[src/rtl/fib_sched.sv]
// fib_sched: round-robin scheduler that serialises NUM_REQ requesters onto one
// shared Fibonacci engine and returns each result on a tagged response bus.
module fib_sched #(
  parameter int NUM_REQ      = 4,
  parameter int INPUT_WIDTH  = 6,
  parameter int OUTPUT_WIDTH = 32,
  parameter int ID_WIDTH     = (NUM_REQ > 1) ? $clog2(NUM_REQ) : 1
) (
  input  logic                           clk,
  input  logic                           rst,
  input  logic [NUM_REQ-1:0]             req,
  input  logic [NUM_REQ*INPUT_WIDTH-1:0] req_n,
  output logic [NUM_REQ-1:0]             gnt,
  output logic                           rsp_valid,
  output logic [ID_WIDTH-1:0]            rsp_id,
  output logic [OUTPUT_WIDTH-1:0]        rsp_result,
  output logic                           rsp_overflow,
  output logic                           busy,
  output logic                           fib_go,
  output logic [INPUT_WIDTH-1:0]         fib_n,
  input  logic [OUTPUT_WIDTH-1:0]        fib_result,
  input  logic                           fib_overflow,
  input  logic                           fib_done
);

  typedef enum logic [1:0] {IDLE, START, WAIT, RESP} state_t;

  state_t                  state, state_d;
  logic [ID_WIDTH-1:0]     ptr, ptr_d;
  logic [ID_WIDTH-1:0]     tag, tag_d;
  logic                    first_wait, first_wait_d;
  logic [NUM_REQ-1:0]      gnt_d;
  logic                    fib_go_d;
  logic [INPUT_WIDTH-1:0]  fib_n_d;
  logic                    rsp_valid_d;
  logic [ID_WIDTH-1:0]     rsp_id_d;
  logic [OUTPUT_WIDTH-1:0] rsp_result_d;
  logic                    rsp_overflow_d;
  logic                    busy_d;

  logic                    found;
  logic [ID_WIDTH-1:0]     cand;
  logic [ID_WIDTH-1:0]     winner;
  logic [INPUT_WIDTH-1:0]  winner_n;

  function automatic logic [ID_WIDTH-1:0] rr_index(input logic [ID_WIDTH-1:0] base,
                                                   input int offset);
    int sum;
    sum = int'(base) + offset;
    if (sum >= NUM_REQ) sum = sum - NUM_REQ;
    return ID_WIDTH'(sum);
  endfunction

  // Scan from ptr upwards with wrap; the first set bit wins.
  always_comb begin
    found    = 1'b0;
    cand     = '0;
    winner   = '0;
    winner_n = '0;
    for (int k = 0; k < NUM_REQ; k++) begin
      cand = rr_index(ptr, k);
      if (!found && req[cand]) begin
        found  = 1'b1;
        winner = cand;
      end
    end
    for (int i = 0; i < NUM_REQ; i++) begin
      if (winner == ID_WIDTH'(i)) winner_n = req_n[i*INPUT_WIDTH +: INPUT_WIDTH];
    end
  end

  always_comb begin
    state_d        = state;
    ptr_d          = ptr;
    tag_d          = tag;
    first_wait_d   = first_wait;
    gnt_d          = '0;
    fib_go_d       = 1'b0;
    fib_n_d        = fib_n;
    rsp_valid_d    = 1'b0;
    rsp_id_d       = rsp_id;
    rsp_result_d   = rsp_result;
    rsp_overflow_d = rsp_overflow;
    case (state)
      IDLE: begin
        if (found) begin
          tag_d    = winner;
          fib_n_d  = winner_n;
          gnt_d    = NUM_REQ'(1) << winner;
          fib_go_d = 1'b1;
          state_d  = START;
        end
      end
      START: begin
        ptr_d        = (tag == ID_WIDTH'(NUM_REQ - 1)) ? '0 : tag + ID_WIDTH'(1);
        first_wait_d = 1'b1;
        state_d      = WAIT;
      end
      WAIT: begin
        // The engine may still show done from the previous job for one cycle.
        first_wait_d = 1'b0;
        if (!first_wait && fib_done) begin
          rsp_valid_d    = 1'b1;
          rsp_id_d       = tag;
          rsp_result_d   = fib_result;
          rsp_overflow_d = fib_overflow;
          state_d        = RESP;
        end
      end
      RESP: begin
        state_d = IDLE;
      end
      default: begin
        state_d = IDLE;
      end
    endcase
    busy_d = (state_d != IDLE);
  end

  always_ff @(posedge clk or negedge rst) begin
    if (!rst) begin
      state        <= IDLE;
      ptr          <= '0;
      tag          <= '0;
      first_wait   <= 1'b0;
      gnt          <= '0;
      fib_go       <= 1'b0;
      fib_n        <= '0;
      rsp_valid    <= 1'b0;
      rsp_id       <= '0;
      rsp_result   <= '0;
      rsp_overflow <= 1'b0;
      busy         <= 1'b0;
    end else begin
      state        <= state_d;
      ptr          <= ptr_d;
      tag          <= tag_d;
      first_wait   <= first_wait_d;
      gnt          <= gnt_d;
      fib_go       <= fib_go_d;
      fib_n        <= fib_n_d;
      rsp_valid    <= rsp_valid_d;
      rsp_id       <= rsp_id_d;
      rsp_result   <= rsp_result_d;
      rsp_overflow <= rsp_overflow_d;
      busy         <= busy_d;
    end
  end

endmodule
[config.mk]
export PLATFORM = sky130hd
export DESIGN_NAME = fib_sched
export DESIGN_NICKNAME = d
export VERILOG_FILES = /design/src/rtl/fib_sched.sv
export SDC_FILE = /design/constraint.sdc
export NUM_CORES = 1
export LEC_CHECK = 0
export ABC_AREA = 0
export CORE_MARGIN = 2
export CORE_UTILIZATION = 41
export CTS_CLUSTER_SIZE = 12
export DETAILED_ROUTE_END_ITERATION = 10
export PLACE_DENSITY_LB_ADDON = 0.15
export SLEW_MARGIN = 30
export SYNTH_ARGS = -nofsm -noshare
export SYNTH_HDL_FRONTEND = slang
export SYNTH_SLANG_ARGS = --single-unit
[constraint.sdc]
create_clock -name clk -period 2.1 [get_ports clk]
set_input_delay 0.63 -clock clk [delete_from_list [all_inputs] [get_ports clk]]
set_output_delay 0.63 -clock clk [all_outputs]
set_load 0.01 [all_outputs]
# == Word-level counts from Yosys, hierarchy flattened ==
# Cells that the tools add are included.
# word_totals
register_bits,55
latchBits,0
ramBits,0
rom_bits,0
in_bits,64
elab_cells,85
mem_count,0
# op_classes
add_sub_neg,8
multipliers,0
div,0
magnitude_cmp,8
eq_ne,7
shift,1
mux,35
bitwise_logic,0
n_reduce_logical,14
# ops
operator,count
$mux 6,4
$mux 2,11
$lt 2x3->1 const B,4
$mux 1,12
$eq 2x2->1 const B,5
$ge 3x3->1 const B,3
$bmux 1 s2,4
$mux 4,2
$pmux 2 s4,1
$sub 2x1->2 const B,4
$add 2x2->3 const B,2
$eq 2x1->1 const B,2
$logic_and 1x1->1,4
$logic_not 1->1,4
$logic_not 2->1,2
$reduce_and 2->1,2
$reduce_bool 2->1,2
$shl 1x2->4 const A,1
$add 2x1->3 const B,1
$ge 2x3->1 const B,1
$add 2x1->2 const B,1
$pmux 1 s2,1

# == Logic depth before layout (Yosys ltp) ==
# logic_depth
ltp_word,19
mapped_depth,7
mapped_depth_nobuf,6

# == Worst setup path after synthesis ==
# OpenSTA, ideal clock, no wires.
# synth_path
path_kind,input-to-reg
start,input port req[3]
end,register fib_n[0]
setup_ns,0.126
arrival_time_ns,1.760
t_required_ns,1.974
slack_ns,0.214
stages,5
cell_sequence,mux2i_1 o2bb2ai_2 nor2_4 mux2_4 a221o_1
# synth_via
elab_chain_cells,17
# synth_rtl
item,line,text
from (decl),11,"input logic [NUM_REQ-1:0] req,"
$bmux 1 s2,62,if (!found && req[cand]) begin
$mux 1 (not written as such),62,
$mux 1,62,
$logic_not 1->1,62,
$logic_and 1x1->1,62,
$mux 1,62,
$logic_not 1->1,62,
$logic_and 1x1->1,62,
$mux 1,62,
$logic_not 1->1,62,
$logic_and 1x1->1,62,
$mux 2,62,
$logic_not 2->1,68,if (winner == ID_WIDTH'(i)) winner_n = req_n[i*INPUT_WIDTH +: INPUT_WIDTH];
$mux 6 (4 in series),68,
to (signal assigned),141,fib_n <= fib_n_d;
to (decl),20,"output logic [INPUT_WIDTH-1:0] fib_n,"
# Parallel ways exist; a longest one is shown, timed or not. The select of a mux whose other input is x is not followed.
# A chain may end at the register's enable or synchronous reset.

# == Worst setup path in the final report ==
# layout_path
start,input port req[0]
end,register busy
# layout_via
elab_chain_cells,15
# layout_rtl
item,line,text
$bmux 1 s2,62,
$mux 1 (not written as such),62,
$mux 1,62,
$logic_not 1->1,62,
$logic_and 1x1->1,62,
$mux 1,62,
$logic_not 1->1,62,
$logic_and 1x1->1,62,
$mux 1,62,
$logic_not 1->1,62,
$logic_and 1x1->1,62,
$mux 1 *,62,
$mux 2 *,86,if (found) begin
$pmux 2 s4 *,84,case (state)
named net state_d[0],28,"state_t state, state_d;"
$reduce_bool 2->1 *,117,busy_d = (state_d != IDLE);
named net busy_d,39,logic busy_d;
to (signal assigned),146,busy <= busy_d;
to (decl),18,"output logic busy,"
# The timed path passes the listed nets; every way through them passes the cells marked *. The select of a mux whose other input is x is not followed.

==> flow_summary.yaml <==
sta:
  fin_ws_ns: 0.0538
  slew_violations: 0
  finClkSkew_ns: 0.00561
  fin_crit_sh: 0.974
  hold_ws_ns: 0.311
  period_needed_ns: 2.05
  fmax_mhz: 489
  fin_setup_tns_ns: 0
  hold_viol: 0
  slew_headroom: 0.758
  setup_viol: 0
  tightest_slew_ns: 0.362
worst_setup_path:
  cp.depth: 5
  start_kind: "primary input"
  rr_startpoint: "ptr[1]$_DFFE_PN0N_"
  crit_end: "busy$_DFF_PN0_"
  path_max_fanout: 4
  r2r_slack_ns: 0.32
  worstPathCellList: "clkdlybuf4s50_1, o41ai_4, o21ai_0, o22a_1, or2_1"
  slowest_stage: "clkdlybuf4s50_1"
  r2r-end: "fib_n[0]$_DFFE_PN0P_"
  rr_worst_depth: 5
  cp.arrival_ns: 2.23
  crit_type: "primary input to flip-flop"
  crit_buf_inv: 1
  crit_start: "req[0]"
  required_ns: 2.29
  max_stage_delay_ns: 0.54
  end_kind: "flip-flop"
  path_delay_family: "compound AO/OA/AOI/OAI gates"
detailed_routing:
  dr.pass1.iters: 4
  vias_per_cell: 4.71
  initialDrtViolationCount: 97
  dr_total_vias: 2086
  wl_per_cell_um: 12.8
  wl_um: 5690
  drc: 0
  final_antenna_net_count: 0
hold_path:
  hold_path_class: "primary input to asynchronous set/reset pin"
die:
  coreArea_um2: 5510
  fp.dieW_um: 79.6
  die_area_um2: 6330
  rows: 27
  dieHeight_um: 79.6
  io_pins: 112
  start_util: 0.425
job:
  drv_cap: 0
cells_and_area:
  finalInstanceArea_um2: 3790
  layout.cells.non_filler: 443
  drive_above_1_share: 0.0970
  diodes: 0
  layout_common_cells: "nand2_1, clkdlybuf4s50_1, dfrtp_1, buf_4, nor2_1"
  final_common_cell: "nand2_1"
  fillers: 467
  area_growth_pct: 61.9
  nets: 439
  utilization: 0.688
synthesis:
  synth_seq_cells: 55
  synth_seq_area_share: 0.588
  syn_nets: 309
  syn_area_um2: 2340
  ys_types: 30
  synthCells: 241
  synth_area_per_cell_um2: 9.71
  ys_warn_count: 0
clock_network:
  cts.path.max_buffers: 2
  clock-sinks: 55
  root_buffer: "clkbuf_8"
  path_clk_slew_ns: 0.09
  cts_tree: "yes"
  clk_latency_ns: 0.30
  cts_buffers: 5
  holdBufCountCts: 0
  cts_max_level: 2
placement:
  dp_cells: 435
  hpwl_um: 4370
  globalplace.congestion: 0.848
  place_area_um2: 3650
  port_buffers: 111
  pre_cts_slack_ns: -0.315
pwr:
  p_leak_nw: 1.80
  power_density_nw_per_um2: 1270
  total_power_mw: 4.81
  peakVddDrop_mv: 0.639
global_route:
  grt_max_degree: 56
  grt_usage: 0.189
  grt.overflow.total: 0
  antenna_found_initial: 0
  grt_pass1_wl_um: 9370
  grt_pass1_vias: 2017
outcome:
  status: "finished clean"
[worst reg2reg max path: cells and delay by family, from the launching register on]
family	cells	cell delay, ns
DFF	1	0.45
and+or+nand+nor	1	0.08
muxes	2	0.65
AOI/OAI and AO/OA	2	0.49
[synth_stat cells]
cell,n,share of area
a211oi_1,6,0.019
nand3_1,3,0.0064
clkbuf_1,6,0.0096
a221o_1,3,0.013
nand2b_1,2,0.0053
inv_1,3,0.0048
nor3b_1,1,0.0032
o22a_1,1,0.0037
a21o_1,1,0.0032
or2_1,1,0.0027
a21boi_0,3,0.0096
nor2_1,11,0.018
a21oi_1,5,0.011
a2bb2oi_1,1,0.0037
a211o_1,1,0.0037
o21ai_0,4,0.0086
nand2_1,111,0.18
mux2i_1,4,0.017
clkinv_1,1,0.0016
o41ai_4,1,0.012
dfrtp_1,55,0.59
nor3_1,2,0.0043
mux2_2,2,0.0096
ha_1,4,0.021
o2bb2ai_2,1,0.0064
nand3b_1,2,0.0064
mux2_4,3,0.019
nor2b_1,1,0.0027
a21oi_2,1,0.0037
nor2_4,1,0.0048
[cell type report]
class                      instances  area, um2  share of cell area
tap                               72       90.1              0.0238
inverter                           4       15.0             0.00396
multi-input combinational        176        945               0.249
clock inverter                     1       30.0             0.00792
clock buffer                       6       72.6              0.0191
timing repair buffer             129       1260               0.333
sequential                        55       1380               0.363
[metal layers]
| metal | vias to the layer above | global-route usage | wire (um) |
|---|---|---|---|
| met2 | 74 | 0.318 | 2700 |
| li1 | 1044 | - | - |
| met5 | - | 0 | 0 |
| met4 | 0 | 0.0603 | 57 |
| met3 | 6 | 0.0430 | 403 |
| met1 | 962 | 0.243 | 2540 |
[logic make-up (layout without fill, tap and decap cells)]
kind of cell / Yosys count / in the layout / synth area share
compound gates: 28 / 28 / 0.0973
fa+ha+maj: 4 / 4 / 0.0214
buf+inv: 10 / 140 / 0.0160
flops: 55 / 55 / 0.588
mux: 9 / 9 / 0.0460
simple gates: 135 / 135 / 0.231
[registers in the layout (all words and copies together), names as in the netlist]
register / flops
rsp_result: 32
fib_n: 6
gnt: 4
ptr: 2
rsp_id: 2
state: 2
tag: 2
busy: 1
fib_go: 1
first_wait: 1
rsp_overflow: 1
rsp_valid: 1
[power by group]
part           switching, mW  internal [mW]  total [mW]
logic                   1.03           1.33        2.35
registers              0.259           1.53        1.79
clock network          0.315          0.350       0.665
[how the worst min path moves through the flow]
stage,from,endpoint,slack (ns),cells past startpoint
after CTS,rst,rsp_result[13]$_DFFE_PN0P_,0.32,2
final,rst,rsp_result[13]$_DFFE_PN0P_,0.31,2
after global routing,rst,rsp_result[21]$_DFFE_PN0P_,0.33,2
after floorplan,rst,busy$_DFF_PN0_,0.33,0
after global placement,rsp_result[11]$_DFFE_PN0P_,rsp_result[11]$_DFFE_PN0P_,0.46,2
after detailed placement,rsp_id[1]$_DFFE_PN0P_,rsp_id[1]$_DFFE_PN0P_,0.46,2
[timing repair]
action,in CTS,in global routing
resized for setup,0,6
setup buffers,0,1
endpoints found under the setup margin,0,6
(Power assumes the default switching activity.)
